**src/rtl/adc_capture_ctrl.sv**
```systemverilog
// ADC capture controller: divides clk into an ADC sample clock, packs 8-bit
// samples into 16-bit words and buffers them in a small FWFT FIFO for the SDRAM writer.
module adc_capture_ctrl #(
  parameter int CLK_DIV = 4,
  parameter int DEPTH   = 8
) (
  input  logic        clk,
  input  logic        rst_n,
  input  logic        cap_start,
  input  logic        cap_abort,
  input  logic [15:0] cap_len,
  input  logic [7:0]  adc_data_in,
  output logic        adc_clk,
  output logic [15:0] wr_data,
  output logic        wr_valid,
  input  logic        wr_ready,
  output logic        cap_busy,
  output logic        cap_done,
  output logic [7:0]  ovf_cnt
);

  localparam int CW = $clog2(CLK_DIV);
  localparam int AW = $clog2(DEPTH);
  localparam logic [CW-1:0] CNT_MAX   = CW'(CLK_DIV - 1);
  localparam logic [CW-1:0] CNT_HALF  = CW'(CLK_DIV / 2);
  localparam logic [AW:0]   FIFO_FULL = (AW+1)'(DEPTH);

  localparam logic [1:0] S_IDLE  = 2'd0;
  localparam logic [1:0] S_CAPT  = 2'd1;
  localparam logic [1:0] S_FLUSH = 2'd2;

  // ---------------------------------------------------------------------------
  // Free-running divider; stb marks the edge where adc_clk falls.
  // ---------------------------------------------------------------------------
  logic [CW-1:0] cnt_q, cnt_d;
  logic          adc_clk_q;
  logic          stb;

  assign stb   = (cnt_q == CNT_MAX);
  assign cnt_d = stb ? '0 : cnt_q + CW'(1);

  // NOTE: sequential state uses non-blocking assignments so every register
  // samples the pre-edge values, independent of statement order.
  always_ff @(posedge clk or negedge rst_n) begin
    if (!rst_n) begin
      cnt_q     <= '0;
      adc_clk_q <= 1'b0;
    end else begin
      cnt_q     <= cnt_d;
      adc_clk_q <= (cnt_d >= CNT_HALF);
    end
  end

  // ---------------------------------------------------------------------------
  // FIFO status and handshake
  // ---------------------------------------------------------------------------
  logic [15:0]   mem_q [DEPTH];
  logic [AW-1:0] wr_ptr_q, rd_ptr_q;
  logic [AW:0]   count_q;
  logic          fifo_full, fifo_empty;
  logic          push, push_ok, pop, drop, fifo_clr;
  logic [15:0]   push_word;

  assign fifo_full  = (count_q == FIFO_FULL);
  assign fifo_empty = (count_q == '0);
  assign pop        = !fifo_empty && wr_ready;
  assign push_ok    = push && (!fifo_full || pop);
  assign drop       = push && fifo_full && !pop;

  // ---------------------------------------------------------------------------
  // Capture FSM and sample packing
  // ---------------------------------------------------------------------------
  logic [1:0]  state_q, state_d;
  logic [15:0] remaining_q, remaining_d;
  logic [7:0]  lo_q, lo_d;
  logic        have_lo_q, have_lo_d;
  logic        done_q, done_d;
  logic        ovf_clr;

  // NOTE: every combinational output gets a default first, so no path can
  // leave one unassigned and infer a latch.
  always_comb begin
    state_d     = state_q;
    remaining_d = remaining_q;
    lo_d        = lo_q;
    have_lo_d   = have_lo_q;
    done_d      = 1'b0;
    push        = 1'b0;
    push_word   = 16'h0000;
    fifo_clr    = 1'b0;
    ovf_clr     = 1'b0;

    case (state_q)
      S_IDLE: begin
        if (cap_start) begin
          ovf_clr = 1'b1;
          if (cap_len != 16'd0) begin
            state_d     = S_CAPT;
            remaining_d = cap_len;
            lo_d        = 8'h00;
            have_lo_d   = 1'b0;
            fifo_clr    = 1'b1;
          end else begin
            done_d = 1'b1;
          end
        end
      end

      S_CAPT: begin
        if (cap_abort) begin
          state_d     = S_IDLE;
          remaining_d = 16'd0;
          have_lo_d   = 1'b0;
          fifo_clr    = 1'b1;
        end else if (stb) begin
          remaining_d = remaining_q - 16'd1;
          if (have_lo_q) begin
            push      = 1'b1;
            push_word = {adc_data_in, lo_q};
            have_lo_d = 1'b0;
          end else if (remaining_q == 16'd1) begin
            // Odd length: the lone final sample goes out zero-padded.
            push      = 1'b1;
            push_word = {8'h00, adc_data_in};
          end else begin
            lo_d      = adc_data_in;
            have_lo_d = 1'b1;
          end
          if (remaining_q == 16'd1) state_d = S_FLUSH;
        end
      end

      S_FLUSH: begin
        if (cap_abort) begin
          state_d   = S_IDLE;
          have_lo_d = 1'b0;
          fifo_clr  = 1'b1;
        end else if (fifo_empty) begin
          state_d = S_IDLE;
          done_d  = 1'b1;
        end
      end

      default: state_d = S_IDLE;
    endcase
  end

  always_ff @(posedge clk or negedge rst_n) begin
    if (!rst_n) begin
      state_q     <= S_IDLE;
      remaining_q <= 16'd0;
      lo_q        <= 8'h00;
      have_lo_q   <= 1'b0;
      done_q      <= 1'b0;
    end else begin
      state_q     <= state_d;
      remaining_q <= remaining_d;
      lo_q        <= lo_d;
      have_lo_q   <= have_lo_d;
      done_q      <= done_d;
    end
  end

  // ---------------------------------------------------------------------------
  // FIFO storage and pointers
  // ---------------------------------------------------------------------------
  always_ff @(posedge clk or negedge rst_n) begin
    if (!rst_n) begin
      wr_ptr_q <= '0;
      rd_ptr_q <= '0;
      count_q  <= '0;
    end else if (fifo_clr) begin
      wr_ptr_q <= '0;
      rd_ptr_q <= '0;
      count_q  <= '0;
    end else begin
      if (push_ok) wr_ptr_q <= wr_ptr_q + AW'(1);
      if (pop)     rd_ptr_q <= rd_ptr_q + AW'(1);
      if (push_ok && !pop)      count_q <= count_q + (AW+1)'(1);
      else if (!push_ok && pop) count_q <= count_q - (AW+1)'(1);
    end
  end

  // NOTE: the storage array is deliberately not reset; validity is tracked by
  // count_q, and an empty FIFO forces wr_data to zero.
  always_ff @(posedge clk) begin
    if (push_ok) mem_q[wr_ptr_q] <= push_word;
  end

  logic [7:0] ovf_q;

  always_ff @(posedge clk or negedge rst_n) begin
    if (!rst_n) begin
      ovf_q <= 8'h00;
    end else if (ovf_clr) begin
      ovf_q <= 8'h00;
    end else if (drop && ovf_q != 8'hFF) begin
      ovf_q <= ovf_q + 8'd1;
    end
  end

  assign adc_clk  = adc_clk_q;
  assign wr_valid = !fifo_empty;
  assign wr_data  = fifo_empty ? 16'h0000 : mem_q[rd_ptr_q];
  assign cap_busy = (state_q == S_CAPT) || (state_q == S_FLUSH);
  assign cap_done = done_q;
  assign ovf_cnt  = ovf_q;

endmodule

```
**config.mk**
```make
export PLATFORM = sky130hd
export DESIGN_NAME = adc_capture_ctrl
export DESIGN_NICKNAME = d
export VERILOG_FILES = /design/src/rtl/adc_capture_ctrl.sv
export SDC_FILE = /design/constraint.sdc
export NUM_CORES = 1
export LEC_CHECK = 0
export ABC_AREA = 1
export BUFFER_PORTS_ARGS = -buffer_cell sky130_fd_sc_hd__buf_2
export CAP_MARGIN = 20
export CORE_MARGIN = 2
export CORE_UTILIZATION = 54
export DETAILED_ROUTE_END_ITERATION = 6
export PLACE_DENSITY = 0.75
export SYNTH_ARGS = -nofsm -noshare
export SYNTH_HDL_FRONTEND = slang
export SYNTH_SLANG_ARGS = --single-unit
```
**constraint.sdc**
```tcl
create_clock -name clk -period 2.9 [get_ports clk]
set_input_delay 0.58 -clock clk [delete_from_list [all_inputs] [get_ports clk]]
set_output_delay 0.58 -clock clk [all_outputs]
set_load 0.005 [all_outputs]
```
# Word level (Yosys, flattened, before mapping)
# Memories as Yosys holds them, arrays and structs flattened.
# Index checks and enable logic that the tools add are counted.
# Widths: inputs -> output; s select.
dict set report totals {
  reg_bits 49
  mem_bits_rw 128
  input_bits 29
  output_inout_bits 28
  n_memories 1
}
# memory words width read_ports rd_clocked_by_memory_dff write_ports line
set memory_table {}
lappend memory_table {mem_q 8 16 1 0 1 57} ;# logic [15:0] mem_q [DEPTH];
dict set report classes {
  add_sub_neg 7
  magnitude_cmp 1
  n_eq_ne 16
  mux 62
  reduce_logical 27
}
# cell n
set ops {}
lappend ops {{$mux 16} 9}
lappend ops {{$mux 8} 9}
lappend ops {{$pmux 16 s2} 1}
lappend ops {{$mux 1} 23}
lappend ops {{$eq 16x1->1 const B} 1}
lappend ops {{$mux 2} 8}
lappend ops {{$pmux 8 s2} 1}
lappend ops {{$reduce_bool 16->1} 1}
lappend ops {{$sub 16x1->16 const B} 1}
lappend ops {{$ne 2x2->1 const B} 7}
lappend ops {{$mux 3} 4}
lappend ops {{$mux 4} 3}
lappend ops {{$reduce_and 5->1} 2}
lappend ops {{$ne 3x3->1 const B} 3}
lappend ops {{$add 8x1->8 const B} 1}
lappend ops {{$ne 8x8->1 const B} 1}
lappend ops {{$reduce_bool 2->1} 4}
lappend ops {{$logic_and 1x1->1} 7}
lappend ops {{$reduce_and 7->1} 1}
lappend ops {{$add 3x1->3 const B} 2}
lappend ops {{$pmux 2 s3} 1}
lappend ops {{$reduce_bool 3->1} 2}
lappend ops {{$add 4x1->4 const B} 1}
lappend ops {{$eq 2x2->1 const B} 2}
lappend ops {{13 further kinds} 18}

# Longest topological paths before layout
# Gate-level depths: netlist (run 1).
dict set report logic_depth {
  ltp_word 12
  ltp_mapped 15
  ltp_nobuf 15
}

# Worst setup path after synthesis (run 1)
# Ideal clock, no wire load.
dict set report synth_timing {
  path_type {reg2reg}
  from {reg state_q[1]}
  to {mem mem_q[3][0] (enable)}
  setup_ns 0.409
  t_arrival_ns 2.504
  path_slack_ns -0.014
  stages_incl_launch_ff 9
  path_buffers 0
  path_cell_list {dfrtp_1 > inv_1 > ha_1 > nand2_1 > nor2_4 > nand3_2 > nor2_1 > inv_1 > nor3_1}
}
dict set report synth_between {
  elab_chain_len 5
}
# item line
set synth_lines {}
lappend synth_lines {{from (decl)} 73} ;# logic [1:0] state_q, state_d;
lappend synth_lines {{from (signal assigned)} 156} ;# state_q <= state_d;
lappend synth_lines {{$eq 2x1->1} 93} ;# case (state_q)
lappend synth_lines {{$mux 1} 93}
lappend synth_lines {{$logic_and 1x1->1} 67} ;# assign push_ok = push && (!fifo_full || pop);
lappend synth_lines {{$mux 1} 187} ;# if (push_ok) mem_q[wr_ptr_q] <= push_word;
lappend synth_lines {{$mux 1 (not written as such)} 187}
lappend synth_lines {{to (decl)} 57}
# No other way between the ends.

# Worst setup path after layout (run 1)
dict set report layout_timing {
  from {reg rd_ptr_q[0]}
  to {out wr_data[15]}
}
dict set report layout_between {
  elab_chain_len 2
}
# item line
set layout_lines {}
lappend layout_lines {{from (decl)} 58} ;# logic [AW-1:0] wr_ptr_q, rd_ptr_q;
lappend layout_lines {{from (signal assigned)} 178} ;# if (pop) rd_ptr_q <= rd_ptr_q + AW'(1);
lappend layout_lines {{$mem_v2 8x16} --}
lappend layout_lines {{$mux 16} 204} ;# assign wr_data = fifo_empty ? 16'h0000 : mem_q[rd_ptr_q];
lappend layout_lines {{to (decl)} 14} ;# output logic [15:0] wr_data,
# No other way between the ends.

==> results.md, run 1 <==
- Status: finished, final reports clean
- Post-route ant nets: 0
- Clock skew after layout: between 0.01 and 0.015 ns
- Cell variety after synth: 41
- Post-synthesis register bit count: roughly 180
- Die height: approximately 130 microns
- Crit path largest cell delay: 0.42 ns
- CTS max path bufs: 2
- Reg2Reg Depth: 7
- Number of port buffers: 56
- Die width: about 130 microns
- CP top delay family: buffers and inverters
- Slew @ Worst Pin: approximately 0.80 ns
- First-pass GRT wire length: ~29000 microns
- CTS buffer count: 17
- Reg-to-Reg End: mem_q[1][11]
- Final min period: about 2.7 ns
- Buffers & Inverters on Critical Path: 3
- Slowest CP cell: dfrtp_2
- GRT Total Usage: a little under a quarter
- Worst r2r src: state_q[1]
- Setup Buffers After CTS: 0
- Maxcap violations: 0
- CP Max Fanout: 35
- Vias in the first global route: 5703
- Residual DRC count: 0
- GRT Residual Overflow: 0
- PwrDens: approximately 800 nW/um^2
- Sequential area share after synthesis: between 60% and 70%
- Final setup violation count: 0
- H-tree Lvls: 4
- Initial antenna violation count: 0
- I/O pins: 57
- Final WS setup: 0.237 ns
- Placed cell area: about 8700 sq um
- Avg WL per Cell: ~16 microns
- Maximum number of pins on one net before global-route repair: 67
- Design area: 9310 sq um
- Final Core Density: 63.6%
- Syn Inst Count: 812
- WP data required: between 2 and 2.5 ns
- Vias per cell: 5.55
- Synth warnings: 0
- Final critical-path share of the clock period: 91.8%
- Startpoint Class: flip-flop
- Critical path origin: rd_ptr_q[0]
- R2r setup slk: ~0.65 ns
- Worst hold path type: in -> async
- Layout cell share with drive strength beyond 1: between 10% and 20%
- Final hold violation count: 0
- Starting Density: a little under three fifths
- Maximum vdd ir drop: ~0.44 mV
- Cell leakage power: 3.57 nW
- Critical Path, Cell by Cell: inv_2, buf_4, o21ai_0, a31oi_1, buf_2
- Worst endpoint data arrival time: between 2 and 2.5 ns
- Max-slew headroom: a little under half
- RSZ-0062 raised after global routing: no
- Die area: around 16000 sq um
- Final #Nets: roughly 930
- Rows: 44
- Crit path capture type: output pin
- Post-placement setup slack: 0.552 ns
- CTS tree: done
- Final setup TNS: 0 ns
- Synthesized area per cell: between 10 and 15 sq um
- Ys async rst share: a little over a quarter
- Clk root buf: clkbuf_16
- Cell area after synthesis: around 8100 sq um
- RePlAce Congestion: approximately 0.87
- Pre-Repair DR Iteration Count: 5
- Clock sink count: ~180
- Antenna Diode Count: 0
- Main synth FF type: edfxtp_1
- WS Path Type: reg -> out
- Core Area: about 15000 sq um
- Synthesis-to-layout area growth: 14.6%
- Clock Latency Late Sink: 0.43 ns
- Final Max Tran Viols: 0
- Via count: between 5000 and 6000
- Syn_nets: around 850
- Overall routed net length: ~18000 microns
- Clock Pin Slew Worst Setup and Hold Paths: roughly 0.06 ns
- FMAX: 376 MHz
- Number of synthesized flops with an enable pin: between 100 and 150
- Hpwl dp: around 12000 microns
- Iteration-0 DRC Markers: between 500 and 600
## sequential cells by signal, summed over array words and instances (netlist names), 2 cells and up
signal,count
count_q,4
ovf_cnt,8
state_q,2
lo_q,8
wr_ptr_q,3
rd_ptr_q,3
mem_q,128
remaining_q,16
## synthesized netlist by cell type (2+ instances only)
master / instances / area (sq um)
inv_1: 61 / 229
nand2_1: 107 / 402
clkbuf_1: 24 / 90.1
nand4_1: 9 / 56.3
nor2_2: 2 / 12.5
a21oi_1: 16 / 80.1
o21ai_0: 124 / 621
nand3_2: 3 / 30.0
nor2_1: 154 / 578
nor2_4: 4 / 45.0
edfxtp_1: 128 / 3840
nand2_4: 3 / 33.8
buf_2: 8 / 40.0
ha_1: 12 / 150
o22ai_1: 20 / 125
nand2_2: 5 / 31.3
nor3_1: 9 / 45.0
a31oi_1: 17 / 106
nand3_1: 24 / 120
o21ai_2: 2 / 17.5
o21ai_1: 6 / 30.0
dfrtp_1: 48 / 1200
xor2_1: 3 / 26.3
a32oi_1: 2 / 17.5
inv_2: 5 / 18.8
## cell families (layout without fill, tap and decap cells)
family	Yosys count	count (layout)	share of synthesized area [%]
DFF	176	176	62.1
AOI/OAI and AO/OA	193	193	13.0
and+or+nand+nor	326	326	17.6
buffers and inverters	101	186	4.93
adders and majority gates	13	13	2.09
xor gates and xnor gates	3	3	0.323
## per-stage QoR
stage	hold WS, ns	std cells	power [mW]
after CTS	0.251	1081	7.49
after floorplan	0.284	812	4.63
after global placement	0.417	1049	5.25
after global routing	0.304	1081	7.94
after detailed placement	0.428	1049	5.28
final	0.233	1081	7.47
## what timing repair did
action	in CTS	in global routing
gates resized for setup	0	1
endpoints found under the setup margin	0	12
hold buffers	0	0
## layer usage
metal,part of all wire [%],vias up,global-route usage (%)
li1,-,2951,-
met1,46,2816,32.9
met2,46,205,35.7
met3,5.9,25,4.51
met4,1.7,0,7.76
met5,0,-,0
## worst reg2reg max path: stages, from the launching register on
cell and delay, ns:
dfrtp_1 0.40, inv_1 0.11, ha_1 0.17, nand2_1 0.10
nor2_4 0.23, buf_4 0.22, nand2_1 0.16, nor2_1 0.56
## cells in the final DEF (no fill, tap or decap), types with 20 or more instances in the layout
cell type,Yosys,layout
buf_4,1,31
nand3_1,24,24
nor2_1,154,154
inv_1,61,61
edfxtp_1,128,128
o21ai_0,124,124
buf_2,8,56
o22ai_1,20,20
dfrtp_1,48,47
nand2_1,107,107
## worst max path at each step
| stage | endpoint | slack [ns] | cells after the start |
|---|---|---|---|
| CTS | wr_data[5] | 0.09 | 6 |
| finish | wr_data[15] | 0.24 | 5 |
| global placement | count_q[3] | 0.59 | 12 |
| floorplan | mem_q[2][0] | 0.09 | 6 |
| global route | wr_data[4] | 0.04 | 6 |
| detailed placement | wr_data[5] | 0.55 | 6 |
## cell type report
| class | instances | area [sq um] |
|---|---|---|
| multi-input combinational | 535 | 2690 |
| timing repair buffer | 88 | 524 |
| clock inverter | 6 | 81.3 |
| tap | 184 | 230 |
| clock buffer | 26 | 489 |
| inverter | 66 | 248 |
| fill | 1185 | 5330 |
| sequential | 176 | 5050 |
## power breakdown
| group | leakage, nW | internal, mW | switching, mW |
|---|---|---|---|
| Clock | 0.276 | 1.33 | 0.890 |
| Combinational | 1.73 | 0.724 | 1.52 |
| Sequential | 1.56 | 2.86 | 0.153 |
| Total | 3.57 | 4.92 | 2.56 |
Power figures use the tool's default switching activity.
==> run 2, diff against run 1 <==
Settings changed: ABC_AREA 1 to default, CAP_MARGIN 20 to 10.
==> run 2 against run 1 <==
Against the previous run:
- fmax fell by 6.6%
- worst setup slack got worse by 0.19 ns
- clock skew fell by 0.0014 ns
- utilization rose by 1.5 points
- combinational power barely moved
- flip-flop and latch count did not move
==> results.md, run 2 <==
- Die width: roughly 120 microns
- WP data required: approximately 3.2 ns
- Avg WL per Cell: 20.4 microns
- Final Max Tran Viols: 0
- Max Used Layer: met4
- FMAX: 351 MHz
- Clock skew after layout: 0.00948 ns
- CTS max path bufs: 2
- Final setup violation count: 0
- Final hold violation count: 0
- Startpoint Class: flip-flop
- Most frequent cell after synthesis: edfxtp_1
- Commonest non-fill, non-tap cell in the layout: edfxtp_1
- Clk root buf: clkbuf_16
- Top Registers: mem_q x128, remaining_q x16
- Max reg flops: 128
- Initial antenna violation count: 0
- Maximum number of pins on one net before global-route repair: 33
- Maxcap violations: 0
- Slew @ Worst Pin: 0.931 ns
- Hpwl dp: ~11000 microns
- GRT Total Usage: a little under a quarter
- Crit path capture type: flip-flop
- Final min period: approximately 2.9 ns
- Final Core Density: 65.1%
- Final WS setup: 0.0487 ns
- Clock power frac: about a third
- Syn_nets: between 500 and 600
- Overall routed net length: 17100 microns
- Vias in the first global route: just over 5000
- Synth top cells by count: 128 x edfxtp_1, 56 x nor2_1, 48 x dfrtp_1
- Synthesis-to-layout area growth: 19.1%
- Iteration-0 DRC Markers: 506
- Fillers: 1044
- Synthesized area per cell: 14.2 sq um
- Worst r2r src: remaining_q[11]
- Rows: 44
- Vias per cell: around 6.2
- Switching Share: about a third
- GRT Residual Overflow: 0
- Met1 wire length: 7000 microns
- Synth area leader: edfxtp_1
- Antenna Diode Count: 0
- H-tree Lvls: 4
- Met3 routed WL: between 1000 and 1500 microns
- Post-synthesis register bit count: 176
- Slowest CP cell: or4_4
- Starting Density: around 55%
- CTS tree: done
- Worst hold path type: in -> async
- Main synth FF type: edfxtp_1
- Worst endpoint data arrival time: between 3 and 4 ns
- End point of the critical path: count_q[3]
- Max-slew headroom: a little under two fifths
- PwrDens: between 800 and 900 nW/um^2
- R2r setup slk: 0.05 ns
- Sequential area share after synthesis: a little under two thirds
- RePlAce Congestion: 0.888
- Met2 routed WL: 8740 microns
- Die height: 125 microns
- Reg-to-Reg End: count_q[3]
- WS Path Type: reg -> reg
- Post-placement setup slack: -0.101 ns
- Clock Latency Late Sink: 0.43 ns
- Clock Pin Slew Worst Setup and Hold Paths: 0.07 ns
- Net switching power: 2.46 mW
- Core Area: 14400 sq um
- Clock sink count: approximately 180
- Via count: between 5000 and 6000
- Layout cell share with drive strength beyond 1: approximately 28%
- Crit. path cell count: 10
- CTS Hold Bufs: 0
- Post-route ant nets: 0
- Synth warnings: 0
- Status: finished, final reports clean
- I/O pins: 57
- Buffers & Inverters on Critical Path: 1
- First-pass GRT wire length: 27300 microns
- Crit path largest cell delay: between 0.5 and 0.6 ns
- Share of the synthesized area in the top cell type: between 40% and 50%
- Reg2Reg Depth: 10
- Most used cell, CP: or4_4
- Number of port buffers: between 50 and 60
- Syn Inst Count: 556
- Residual DRC count: 0
- Number of synthesized flops with an enable pin: 128
- Critical Path, Cell by Cell: or4_4, o41ai_2, buf_4, nand3_2, ha_1, a21o_1, a21oi_4, or4_4, o211ai_2, a31oi_1
- CP Max Fanout: 5
- Largest Register: mem_q
- Seq pwr share: roughly 40%
- CTS buffer count: 17
- CP top delay family: simple AND/OR/NAND/NOR gates
- Top cells by area, synth: edfxtp_1 49%, dfrtp_1 15%, mux4_2 9.1%, mux2i_1 3.6%, nor2_1 2.7%
- Cell leakage power: 3.11 nW
- Comb pwr share: a little under 30%
- Final #Nets: 682
- Maximum vdd ir drop: approximately 0.59 mV
- Most frequent cells in the layout: 128 x edfxtp_1, 56 x buf_2, 50 x nor2_1, 46 x dfrtp_1, 32 x mux4_2
- Cell area after synthesis: a little under 8000 sq um
- Final critical-path share of the clock period: 98.3%
- Cell variety after synth: 56
- Pre-Repair DR Iteration Count: 7
- Die area: 15600 sq um
- Critical path origin: remaining_q[11]
- Ys async rst share: between 20% and 30%
- Power Internal: about 5.2 mW
run 2: through the flow:
stage	cells	instance area [sq um]	TNS (ns)	hold slack (ns)	power, mW
3_5_place_dp	803	8710	-0.101	0.431	5.22
3_3_place_gp	803	8710	0	0.411	5.12
6_report	837	9390	0	0.153	7.70
2_1_floorplan	556	7940	-0.572	0.284	4.44
4_1_cts	835	9360	0	0.170	7.66
5_1_grt	837	9390	-0.0626	0.192	8.08
run 2: metal layers:
metal / vias to the layer above / global-route usage [%]
met5: - / 0
met4: 0 / 7.39
met3: 19 / 6.19
met2: 232 / 38.0
met1: 2634 / 29.3
li1: 2305 / -
run 2: logic make-up after synthesis:
family          synth area share [%]
fa+ha+maj                       2.16
flops                           64.0
mux                             12.7
xor+xnor                        1.00
simple gates                    9.93
buf+inv                         2.59
compound gates                  7.66
run 2: worst min-delay path by stage:
stage / from / slack (ns) / cells after the start / end
finish: rst_n / 0.15 / 1 / remaining_q[5]
global route: rst_n / 0.19 / 1 / remaining_q[5]
CTS: rst_n / 0.17 / 1 / remaining_q[5]
detailed placement: cnt_q[0] / 0.43 / 1 / cnt_q[0]
global placement: cnt_q[0] / 0.41 / 1 / cnt_q[0]
floorplan: rst_n / 0.28 / 0 / adc_clk
run 2: worst reg2reg max path, delay by kind of cell, from the launching register on:
family	cells	cell delay, ns
simple gates	3	1.07
flops	1	0.44
compound gates	5	0.72
buf+inv	1	0.17
fa+ha+maj	1	0.29
run 2: power by group through the flow:
stage	clock network (mW)	logic, mW	registers, mW
after floorplan	0	1.40	3.04
after global placement	0	2.07	3.06
after detailed placement	0	2.14	3.08
after CTS	2.46	2.17	3.03
after global routing	2.59	2.43	3.06
final	2.43	2.23	3.04
run 2: final cells by class:
cell class,count,area (sq um),share of cell area [%]
sequential,176,5050,53.7
clock inverter,15,208,2.21
inverter,25,93.8,0.999
clock buffer,17,425,4.53
tap,184,230,2.45
timing repair buffer,92,663,7.06
multi-input combinational,328,2730,29.0
run 2: what timing repair did:
action,4_1_cts,5_1_grt
gates resized for setup,2,5
setup endpoints to repair,1,65
setup buffers,0,2
